--- config.mk ---
export PLATFORM = sky130hd
export DESIGN_NAME = miriscv_imem_arbiter_flat
export DESIGN_NICKNAME = d
export VERILOG_FILES = /design/src/rtl/miriscv_mem_pkg.sv /design/src/rtl/miriscv_imem_arbiter_if.sv /design/src/rtl/miriscv_imem_arbiter.sv /design/src/flat_wrapper.sv
export SDC_FILE = /design/constraint.sdc
export NUM_CORES = 1
export LEC_CHECK = 0
export ABC_AREA = 1
export BUFFER_PORTS_ARGS = -buffer_cell sky130_fd_sc_hd__buf_2
export CORE_AREA = 2 2 108 110
export CTS_CLUSTER_DIAMETER = 80
export DETAILED_ROUTE_END_ITERATION = 10
export DIE_AREA = 0 0 110 112
export GPL_ROUTABILITY_DRIVEN = 0
export HOLD_SLACK_MARGIN = 0.03
export SETUP_SLACK_MARGIN = 0.1
export SLEW_MARGIN = 40
export SYNTH_ARGS = -nofsm -noshare
export SYNTH_HDL_FRONTEND = slang
export SYNTH_SLANG_ARGS = --single-unit
--- constraint.sdc ---
create_clock -name clk -period 3.3 [get_ports clk]
set_input_delay 0.66 -clock clk [delete_from_list [all_inputs] [get_ports clk]]
set_output_delay 0.66 -clock clk [all_outputs]
set_load 0.1 [all_outputs]
--- src/rtl/miriscv_mem_pkg.sv ---
// Shared definitions for the unified instruction/data memory path.
//   owner_e        : which requester owns the response currently in flight
//   BE_WORD        : all-ones byte-enable pattern (sliced to DATA_W/8 by users)
//   MAX_STARVE_DEF : default number of conflicts data may win in a row
package miriscv_mem_pkg;

  typedef enum logic [1:0] {
    OWN_NONE  = 2'd0,
    OWN_INSTR = 2'd1,
    OWN_DATA  = 2'd2
  } owner_e;

  // Wide enough for any DATA_W up to 512; users take the low DATA_W/8 bits.
  localparam logic [63:0] BE_WORD = '1;

  localparam int MAX_STARVE_DEF = 3;

endpackage

--- src/rtl/miriscv_imem_arbiter_if.sv ---
// Bundle of the fetch, LSU and memory-port signals around the arbiter.
//   slave  : arbiter view (requests and mem_rdata_i in, grants/responses/mem_* out)
//   master : environment view (core requesters plus the RAM)
interface miriscv_imem_arbiter_if #(
  parameter int ADDR_W = 32,
  parameter int DATA_W = 32
);

  logic                instr_req_i;
  logic [ADDR_W-1:0]   instr_addr_i;
  logic                instr_gnt_o;
  logic                instr_rvalid_o;
  logic [DATA_W-1:0]   instr_rdata_o;

  logic                data_req_i;
  logic                data_we_i;
  logic [DATA_W/8-1:0] data_be_i;
  logic [ADDR_W-1:0]   data_addr_i;
  logic [DATA_W-1:0]   data_wdata_i;
  logic                data_gnt_o;
  logic                data_rvalid_o;
  logic [DATA_W-1:0]   data_rdata_o;

  logic                mem_req_o;
  logic                mem_we_o;
  logic [DATA_W/8-1:0] mem_be_o;
  logic [ADDR_W-1:0]   mem_addr_o;
  logic [DATA_W-1:0]   mem_wdata_o;
  logic [DATA_W-1:0]   mem_rdata_i;

  modport slave (
    input  instr_req_i, instr_addr_i,
    input  data_req_i, data_we_i, data_be_i, data_addr_i, data_wdata_i,
    input  mem_rdata_i,
    output instr_gnt_o, instr_rvalid_o, instr_rdata_o,
    output data_gnt_o, data_rvalid_o, data_rdata_o,
    output mem_req_o, mem_we_o, mem_be_o, mem_addr_o, mem_wdata_o
  );

  modport master (
    output instr_req_i, instr_addr_i,
    output data_req_i, data_we_i, data_be_i, data_addr_i, data_wdata_i,
    output mem_rdata_i,
    input  instr_gnt_o, instr_rvalid_o, instr_rdata_o,
    input  data_gnt_o, data_rvalid_o, data_rdata_o,
    input  mem_req_o, mem_we_o, mem_be_o, mem_addr_o, mem_wdata_o
  );

endinterface

--- src/rtl/miriscv_imem_arbiter.sv ---
// Arbiter sharing one fixed-latency (1 cycle) single-port RAM between the
// instruction fetch unit and the LSU. Data wins conflicts until it has won
// MAX_STARVE in a row, then fetch is forced through. Grants are combinational;
// an owner FSM steers the next-cycle read data back to the right requester.
// Ports:
//   clk : clock, rising edge
//   rst : synchronous reset, active-low
//   bus : fetch / LSU / memory signals (slave modport)
module miriscv_imem_arbiter
  import miriscv_mem_pkg::*;
#(
  parameter int ADDR_W     = 32,
  parameter int DATA_W     = 32,
  parameter int MAX_STARVE = MAX_STARVE_DEF
) (
  input  logic                  clk,
  input  logic                  rst,
  miriscv_imem_arbiter_if.slave bus
);

  localparam int CNT_W = $clog2(MAX_STARVE + 1);
  localparam logic [CNT_W-1:0] MAX_CNT = CNT_W'(MAX_STARVE);

  owner_e              state;
  owner_e              state_nxt;
  logic [CNT_W-1:0]    starve_cnt;
  logic [CNT_W-1:0]    starve_nxt;
  logic                conflict;
  logic                instr_gnt;
  logic                data_gnt;
  logic                instr_rvalid;
  logic                data_rvalid;
  logic                we_sel;
  logic [DATA_W/8-1:0] be_sel;
  logic [ADDR_W-1:0]   addr_sel;
  logic [DATA_W-1:0]   wdata_sel;

  assign conflict = bus.instr_req_i && bus.data_req_i;

  always_ff @(posedge clk) begin
    if (!rst) begin
      state      <= OWN_NONE;
      starve_cnt <= '0;
    end else begin
      state      <= state_nxt;
      starve_cnt <= starve_nxt;
    end
  end

  // Grant selection, owner next-state and response valids.
  always_comb begin
    instr_gnt    = 1'b0;
    data_gnt     = 1'b0;
    state_nxt    = OWN_NONE;
    instr_rvalid = 1'b0;
    data_rvalid  = 1'b0;
    if (rst) begin
      if (conflict) begin
        if (starve_cnt < MAX_CNT) data_gnt  = 1'b1;
        else                      instr_gnt = 1'b1;
      end else begin
        instr_gnt = bus.instr_req_i;
        data_gnt  = bus.data_req_i;
      end
      // Gating with rst drops a response that was in flight when reset hit.
      instr_rvalid = (state == OWN_INSTR);
      data_rvalid  = (state == OWN_DATA);
    end
    if (instr_gnt)     state_nxt = OWN_INSTR;
    else if (data_gnt) state_nxt = OWN_DATA;
  end

  // Only a data win over a waiting fetch counts as starvation.
  always_comb begin
    starve_nxt = starve_cnt;
    if (instr_gnt) begin
      starve_nxt = '0;
    end else if (data_gnt && conflict && (starve_cnt != MAX_CNT)) begin
      starve_nxt = starve_cnt + CNT_W'(1);
    end
  end

  always_comb begin
    we_sel    = 1'b0;
    be_sel    = '0;
    addr_sel  = '0;
    wdata_sel = '0;
    if (instr_gnt) begin
      be_sel   = BE_WORD[DATA_W/8-1:0];
      addr_sel = bus.instr_addr_i;
    end else if (data_gnt) begin
      we_sel    = bus.data_we_i;
      be_sel    = bus.data_be_i;
      addr_sel  = bus.data_addr_i;
      wdata_sel = bus.data_wdata_i;
    end
  end

  assign bus.instr_gnt_o    = instr_gnt;
  assign bus.data_gnt_o     = data_gnt;
  assign bus.mem_req_o      = instr_gnt || data_gnt;
  assign bus.mem_we_o       = we_sel;
  assign bus.mem_be_o       = be_sel;
  assign bus.mem_addr_o     = addr_sel;
  assign bus.mem_wdata_o    = wdata_sel;
  assign bus.instr_rvalid_o = instr_rvalid;
  assign bus.data_rvalid_o  = data_rvalid;
  assign bus.instr_rdata_o  = instr_rvalid ? bus.mem_rdata_i : '0;
  assign bus.data_rdata_o   = data_rvalid  ? bus.mem_rdata_i : '0;

endmodule

--- src/flat_wrapper.sv ---
// flat-port wrapper written by rule: the top's interface ports become plain ports
module miriscv_imem_arbiter_flat import miriscv_mem_pkg::*;
#(
  parameter int ADDR_W     = 32,
  parameter int DATA_W     = 32,
  parameter int MAX_STARVE = MAX_STARVE_DEF
)
  (clk, rst, bus_instr_req_i, bus_instr_addr_i, bus_data_req_i, bus_data_we_i, bus_data_be_i, bus_data_addr_i, bus_data_wdata_i, bus_mem_rdata_i, bus_instr_gnt_o, bus_instr_rvalid_o, bus_instr_rdata_o, bus_data_gnt_o, bus_data_rvalid_o, bus_data_rdata_o, bus_mem_req_o, bus_mem_we_o, bus_mem_be_o, bus_mem_addr_o, bus_mem_wdata_o);
  miriscv_imem_arbiter_if #(.ADDR_W(ADDR_W), .DATA_W(DATA_W)) bus_i ();
  input  logic clk;
  input  logic rst;
  input wire logic [$bits(bus_i.instr_req_i)-1:0] bus_instr_req_i;
  input wire logic [$bits(bus_i.instr_addr_i)-1:0] bus_instr_addr_i;
  input wire logic [$bits(bus_i.data_req_i)-1:0] bus_data_req_i;
  input wire logic [$bits(bus_i.data_we_i)-1:0] bus_data_we_i;
  input wire logic [$bits(bus_i.data_be_i)-1:0] bus_data_be_i;
  input wire logic [$bits(bus_i.data_addr_i)-1:0] bus_data_addr_i;
  input wire logic [$bits(bus_i.data_wdata_i)-1:0] bus_data_wdata_i;
  input wire logic [$bits(bus_i.mem_rdata_i)-1:0] bus_mem_rdata_i;
  output wire logic [$bits(bus_i.instr_gnt_o)-1:0] bus_instr_gnt_o;
  output wire logic [$bits(bus_i.instr_rvalid_o)-1:0] bus_instr_rvalid_o;
  output wire logic [$bits(bus_i.instr_rdata_o)-1:0] bus_instr_rdata_o;
  output wire logic [$bits(bus_i.data_gnt_o)-1:0] bus_data_gnt_o;
  output wire logic [$bits(bus_i.data_rvalid_o)-1:0] bus_data_rvalid_o;
  output wire logic [$bits(bus_i.data_rdata_o)-1:0] bus_data_rdata_o;
  output wire logic [$bits(bus_i.mem_req_o)-1:0] bus_mem_req_o;
  output wire logic [$bits(bus_i.mem_we_o)-1:0] bus_mem_we_o;
  output wire logic [$bits(bus_i.mem_be_o)-1:0] bus_mem_be_o;
  output wire logic [$bits(bus_i.mem_addr_o)-1:0] bus_mem_addr_o;
  output wire logic [$bits(bus_i.mem_wdata_o)-1:0] bus_mem_wdata_o;
  assign bus_i.instr_req_i = bus_instr_req_i;
  assign bus_i.instr_addr_i = bus_instr_addr_i;
  assign bus_i.data_req_i = bus_data_req_i;
  assign bus_i.data_we_i = bus_data_we_i;
  assign bus_i.data_be_i = bus_data_be_i;
  assign bus_i.data_addr_i = bus_data_addr_i;
  assign bus_i.data_wdata_i = bus_data_wdata_i;
  assign bus_i.mem_rdata_i = bus_mem_rdata_i;
  assign bus_instr_gnt_o = bus_i.instr_gnt_o;
  assign bus_instr_rvalid_o = bus_i.instr_rvalid_o;
  assign bus_instr_rdata_o = bus_i.instr_rdata_o;
  assign bus_data_gnt_o = bus_i.data_gnt_o;
  assign bus_data_rvalid_o = bus_i.data_rvalid_o;
  assign bus_data_rdata_o = bus_i.data_rdata_o;
  assign bus_mem_req_o = bus_i.mem_req_o;
  assign bus_mem_we_o = bus_i.mem_we_o;
  assign bus_mem_be_o = bus_i.mem_be_o;
  assign bus_mem_addr_o = bus_i.mem_addr_o;
  assign bus_mem_wdata_o = bus_i.mem_wdata_o;
  miriscv_imem_arbiter #(.ADDR_W(ADDR_W), .DATA_W(DATA_W), .MAX_STARVE(MAX_STARVE)) u_core (.clk(clk), .rst(rst), .bus(bus_i));
endmodule
---- After elaboration in Yosys (flattened, before gate mapping) ----
Cells that the tools add are included.
cells by class
  $add $sub $neg .......................... 1
  multiplexer cells ....................... 20
  order comparisons ....................... 1
  bitwise gates (word level) .............. 1
  equality and inequality tests ........... 3
  reductions and logical operators ........ 5
operators with widths
  kind                                                              count
  32-bit two-way mux                                                6
  1-bit two-way mux                                                 11
  4-bit two-way mux                                                 2
  1-bit logical AND                                                 3
  2-bit by 1-bit adder with 2-bit output (second input constant)    1
  2-bit by 1-bit == test with 1-bit output (second input constant)  1
  2-bit == test (second input constant)                             1
  2-bit less-than comparator (second input constant)                1
  2-bit two-way mux                                                 1
  2-bit != test (second input constant)                             1
  2-bit OR reduction                                                1
  1-bit logical OR                                                  1
  1-bit inverter                                                    1
word-level totals
  input bits .............................. 137
  register bits after elaboration ......... 4
  output and inout port bits .............. 138

---- Depth between registers and ports, before layout ----
  depth after elaboration ................. 6
  depth in mapped cells ................... 8
  gate-level depth less buffers ........... 7

---- Worst setup path before layout ----
Ideal clock, no wire load.
  path kind ............................... input-to-output
  start point ............................. input port bus_data_req_i
  end point ............................... output port bus_mem_wdata_o[22]
  slack ................................... 0.282 ns
  stages .................................. 5
  arrival time ............................ 2.358 ns
  data required time ...................... 2.640 ns
  cell sequence ........................... nand2_2 > a21oi_2 > inv_2 > buf_2 > nor2_1
on the way
  cells in the longest elaborated chain, start to end .. 5
  elaborated cells on any way between the ends .. 7
  those cells by class .................... mux: 6; reduce/logical: 1
ends and longest elaborated chain
  element                 line                        text
  start: declaration      flat_wrapper.sv:14          input wire logic [$bits(bus_i.data_req_i)-1:0] bus_data_req_i;
  1-bit logical AND       miriscv_imem_arbiter.sv:38  assign conflict = bus.instr_req_i && bus.data_req_i;
  1-bit two-way mux       miriscv_imem_arbiter.sv:58  if (conflict) begin
  1-bit two-way mux       miriscv_imem_arbiter.sv:57  if (rst) begin
  32-bit two-way mux      miriscv_imem_arbiter.sv:91  end else if (data_gnt) begin
  32-bit two-way mux (*)  miriscv_imem_arbiter.sv:88  if (instr_gnt) begin
  end: declaration        flat_wrapper.sv:30          output wire logic [$bits(bus_i.mem_wdata_o)-1:0] bus_mem_wdata_o;
Mark *: on every way between the ends. The rest lies on a longest branch, timed or not.

---- Worst setup path after layout ----
  start point ............................. register u_core.starve_cnt[0]
  end point ............................... output port bus_mem_addr_o[21]
on the way
  cells in the longest elaborated chain, start to end .. 6
  elaborated cells on any way between the ends .. 9
  those cells by class .................... order compare: 1; mux: 8
ends and longest elaborated chain
  element                         line                        text
  start: declaration              miriscv_imem_arbiter.sv:26  logic [CNT_W-1:0] starve_cnt;
  start signal: assignment        miriscv_imem_arbiter.sv:46  starve_cnt <= starve_nxt;
  2-bit less-than comparator (*)  miriscv_imem_arbiter.sv:59  if (starve_cnt < MAX_CNT) data_gnt = 1'b1;
  1-bit two-way mux               miriscv_imem_arbiter.sv:59
  1-bit two-way mux               miriscv_imem_arbiter.sv:58
  1-bit two-way mux               miriscv_imem_arbiter.sv:57
  32-bit two-way mux              miriscv_imem_arbiter.sv:91
  32-bit two-way mux (*)          miriscv_imem_arbiter.sv:88
  end: declaration                flat_wrapper.sv:29          output wire logic [$bits(bus_i.mem_addr_o)-1:0] bus_mem_addr_o;
Marks and branches as above.

==> flow_summary.yaml <==
cells_and_area:
  drive_above_1_share_pct: 49.9
  antenna_cells: 0
  syn_to_final_growth_pct: 153
  fin_nets: 723
  final_cells: 726
  postLayoutCellArea_um2: 3450
logic_synthesis:
  synth.distinct_cells: 15
  synth.yosys.warnings: 0
  syn_area_um2: 1360
  synth_nets: 456
  synthCells: 318
  ys_ff_latch: 4
  ys_seq_area_share_pct: 5.88
  syn_area_per_cell_um2: 4.28
detailed_routing:
  dr_wl_met3_um: 798
  wl_met2_mm: 3.51
  drt_first_pass_iters: 4
  wl_mm: 6.90
  top_layer: "met4"
  postRouteAntennaNets: 0
  routed-via-count: 2611
  drtIter0Drc: 106
  drcViolationCount: 0
  wire_per_inst_um: 9.50
  wl_met1_mm: 2.54
  viasPerCell: 3.60
setup_path:
  r2r_setup_slack_ps: 2150
  r2r_start: "u_core.starve_cnt[0]"
  worst_path_max_delay_cell: "buf_2"
  cp-start-kind: "flip-flop"
  crit_path_max_fanout: 22
  critPathCaptureType: "output pin"
  r2r_cells: 6
  critPathKind: "reg2out"
  cpPeakStageDelay_ps: 410
  arrival_ps: 2270
  cp_num_buf_inv: 3
  worstPathRequired_ps: 2640
  cp_num_cells: 9
  cp_top_family: "buffers and inverters"
  cp-startpoint: "u_core.starve_cnt[0]"
  endpoint: "bus_mem_addr_o[21]"
  reg2reg_to: "u_core.starve_cnt[1]"
  worstPathCellList: "ha_1, inv_1, nand2_2, nand2_2, nor2_4, buf_4, nand2_1, nand2_1, buf_2"
placement:
  placed_cells: 723
  io_buffers: 274
  dpl_cell_area_um2: 3370
  place_hpwl_mm: 5.94
pwr:
  power_frac_seq_pct: 5.3
  power_leakage_uw: 0.00244
  p_total_uw: 1010
  power_frac_clock_pct: 18.6
  p_switching_uw: 622
  intPower_uw: 387
  ir_worst_vdd_mv: 0.220
  power_density_nw_per_um2: 293
  switching_share_pct: 61.6
  comb_power_share_pct: 76.1
timing:
  fin_tns_setup_ps: 0
  fin_skew_ps: 1.99
  rsz0062_at_grt: "false"
  slew_viol_final: 0
  worst_pin_slew_ps: 533
  fmax_mhz: 341
  hold_viol_final: 0
  relSlewSlack_pct: 64.4
  finalSetupViolations: 0
  min_period_ps: 2930
  post-route-period-util_pct: 88.8
  fin_hold_ws_ps: 542
global_route:
  grt_usage_pct: 10.4
  grt_overflow: 0
  grt_max_degree: 39
  grt_pass1_wl_mm: 10.4
  antenna_found_initial: 0
  grt_pass1_vias: 2307
floorplan:
  die_w_um: 110
  dieArea_um2: 12300
  coreArea_um2: 11200
  fp-row-count: 39
  start_util_pct: 12.2
  pin_count: 275
  die_h_um: 112
clock_tree:
  clk_path_buf_depth: 2
  cts_setup_buffers: 0
  clk_pin_slew_ps: 30
  cts_max_level: 1
  clk_latency_ps: 220
  cts_root_buf: "clkbuf_16"
  cts_sinks: 4
  holdBufCountCts: 0
  post_cts_resized: 0
  numCtsBuffers: 3
  cts_tree: "built"
outcome:
  status: "completed"
hold_path:
  hold_class: "reg2reg"
run:
  maxCapViolations: 0
[area by class of cell]
class                      instances  area, um2
fill                            1260       7730
timing repair buffer             278       1940
multi-input combinational        222        888
inverter                          76        285
tap                              143        179
sequential                         4       80.1
clock buffer                       3       75.1
[metrics by stage]
stage	utilization (%)	setup WS, ps
6_report	30.8	371
5_1_grt	30.8	172
4_1_cts	30.8	314
3_5_place_dp	30.2	477
3_3_place_gp	30.2	498
2_1_floorplan	-	282
[registers in the layout (all words and copies together), names as in the netlist]
signal             cells
u_core.state           2
u_core.starve_cnt      2
[layout by cell type (no fill, tap or decap), types with 2 or more instances in the layout]
cell type  netlist  layout
nand2_1        105     105
clkbuf_16        0       3
a21oi_1          2       2
nor2_1         103     103
buf_12           0      36
inv_1           75      75
nand2_2          7       7
buf_4            0       3
dfxtp_1          4       4
buf_2            3     239
[cell families after synthesis]
family                     after synthesis  synth area share (%)
AOI/OAI and AO/OA                        3                  1.38
xor gates and xnor gates                 1                 0.643
adders and majority gates                1                 0.918
buffers and inverters                   92                  29.5
DFF                                      4                  5.88
and+or+nand+nor                        217                  61.7
[cell usage after synthesis]
| library cell | instances | area, um2 |
|---|---|---|
| a21oi_1 | 2 | 10.0 |
| a21oi_2 | 1 | 8.76 |
| buf_2 | 3 | 15.0 |
| buf_6 | 7 | 78.8 |
| clkbuf_1 | 6 | 22.5 |
| dfxtp_1 | 4 | 80.1 |
| ha_1 | 1 | 12.5 |
| inv_1 | 75 | 282 |
| inv_2 | 1 | 3.75 |
| nand2_1 | 105 | 394 |
| nand2_2 | 7 | 43.8 |
| nand3_1 | 1 | 5.00 |
| nor2_1 | 103 | 387 |
| nor2_4 | 1 | 11.3 |
| xnor2_1 | 1 | 8.76 |
[metal layers]
layer / vias up / global-route usage [%]
li1: 1400 / -
met1: 1059 / 11.3
met2: 146 / 19.2
met3: 6 / 3.45
met4: 0 / 2.28
met5: - / 0
[power groups by stage]
stage          logic (uW)  registers (uW)  clock network [uW]
3_5_place_dp          771            53.6                   0
2_1_floorplan         557            53.2                   0
6_report              768            53.0                 188
3_3_place_gp          770            53.6                   0
5_1_grt               805            53.3                 195
4_1_cts               773            53.1                 189
[tightest hold or removal path: cells and delay by family (launching register included)]
family	cells	cell delay (ps)
buffers and inverters	1	50
flip-flops	1	300
AND/OR/NAND/NOR	3	140
[how the worst min path moves through the flow]
stage,startpoint,endpoint,slack [ps],cells past startpoint
2_1_floorplan,u_core.starve_cnt[1],u_core.starve_cnt[1],500,4
3_3_place_gp,u_core.starve_cnt[1],u_core.starve_cnt[1],520,4
3_5_place_dp,u_core.starve_cnt[1],u_core.starve_cnt[1],540,4
4_1_cts,u_core.starve_cnt[1],u_core.starve_cnt[1],550,4
5_1_grt,u_core.starve_cnt[0],u_core.starve_cnt[0],580,2
6_report,u_core.starve_cnt[1],u_core.starve_cnt[1],540,4
Note: power is estimated with default switching activity, not from simulation.
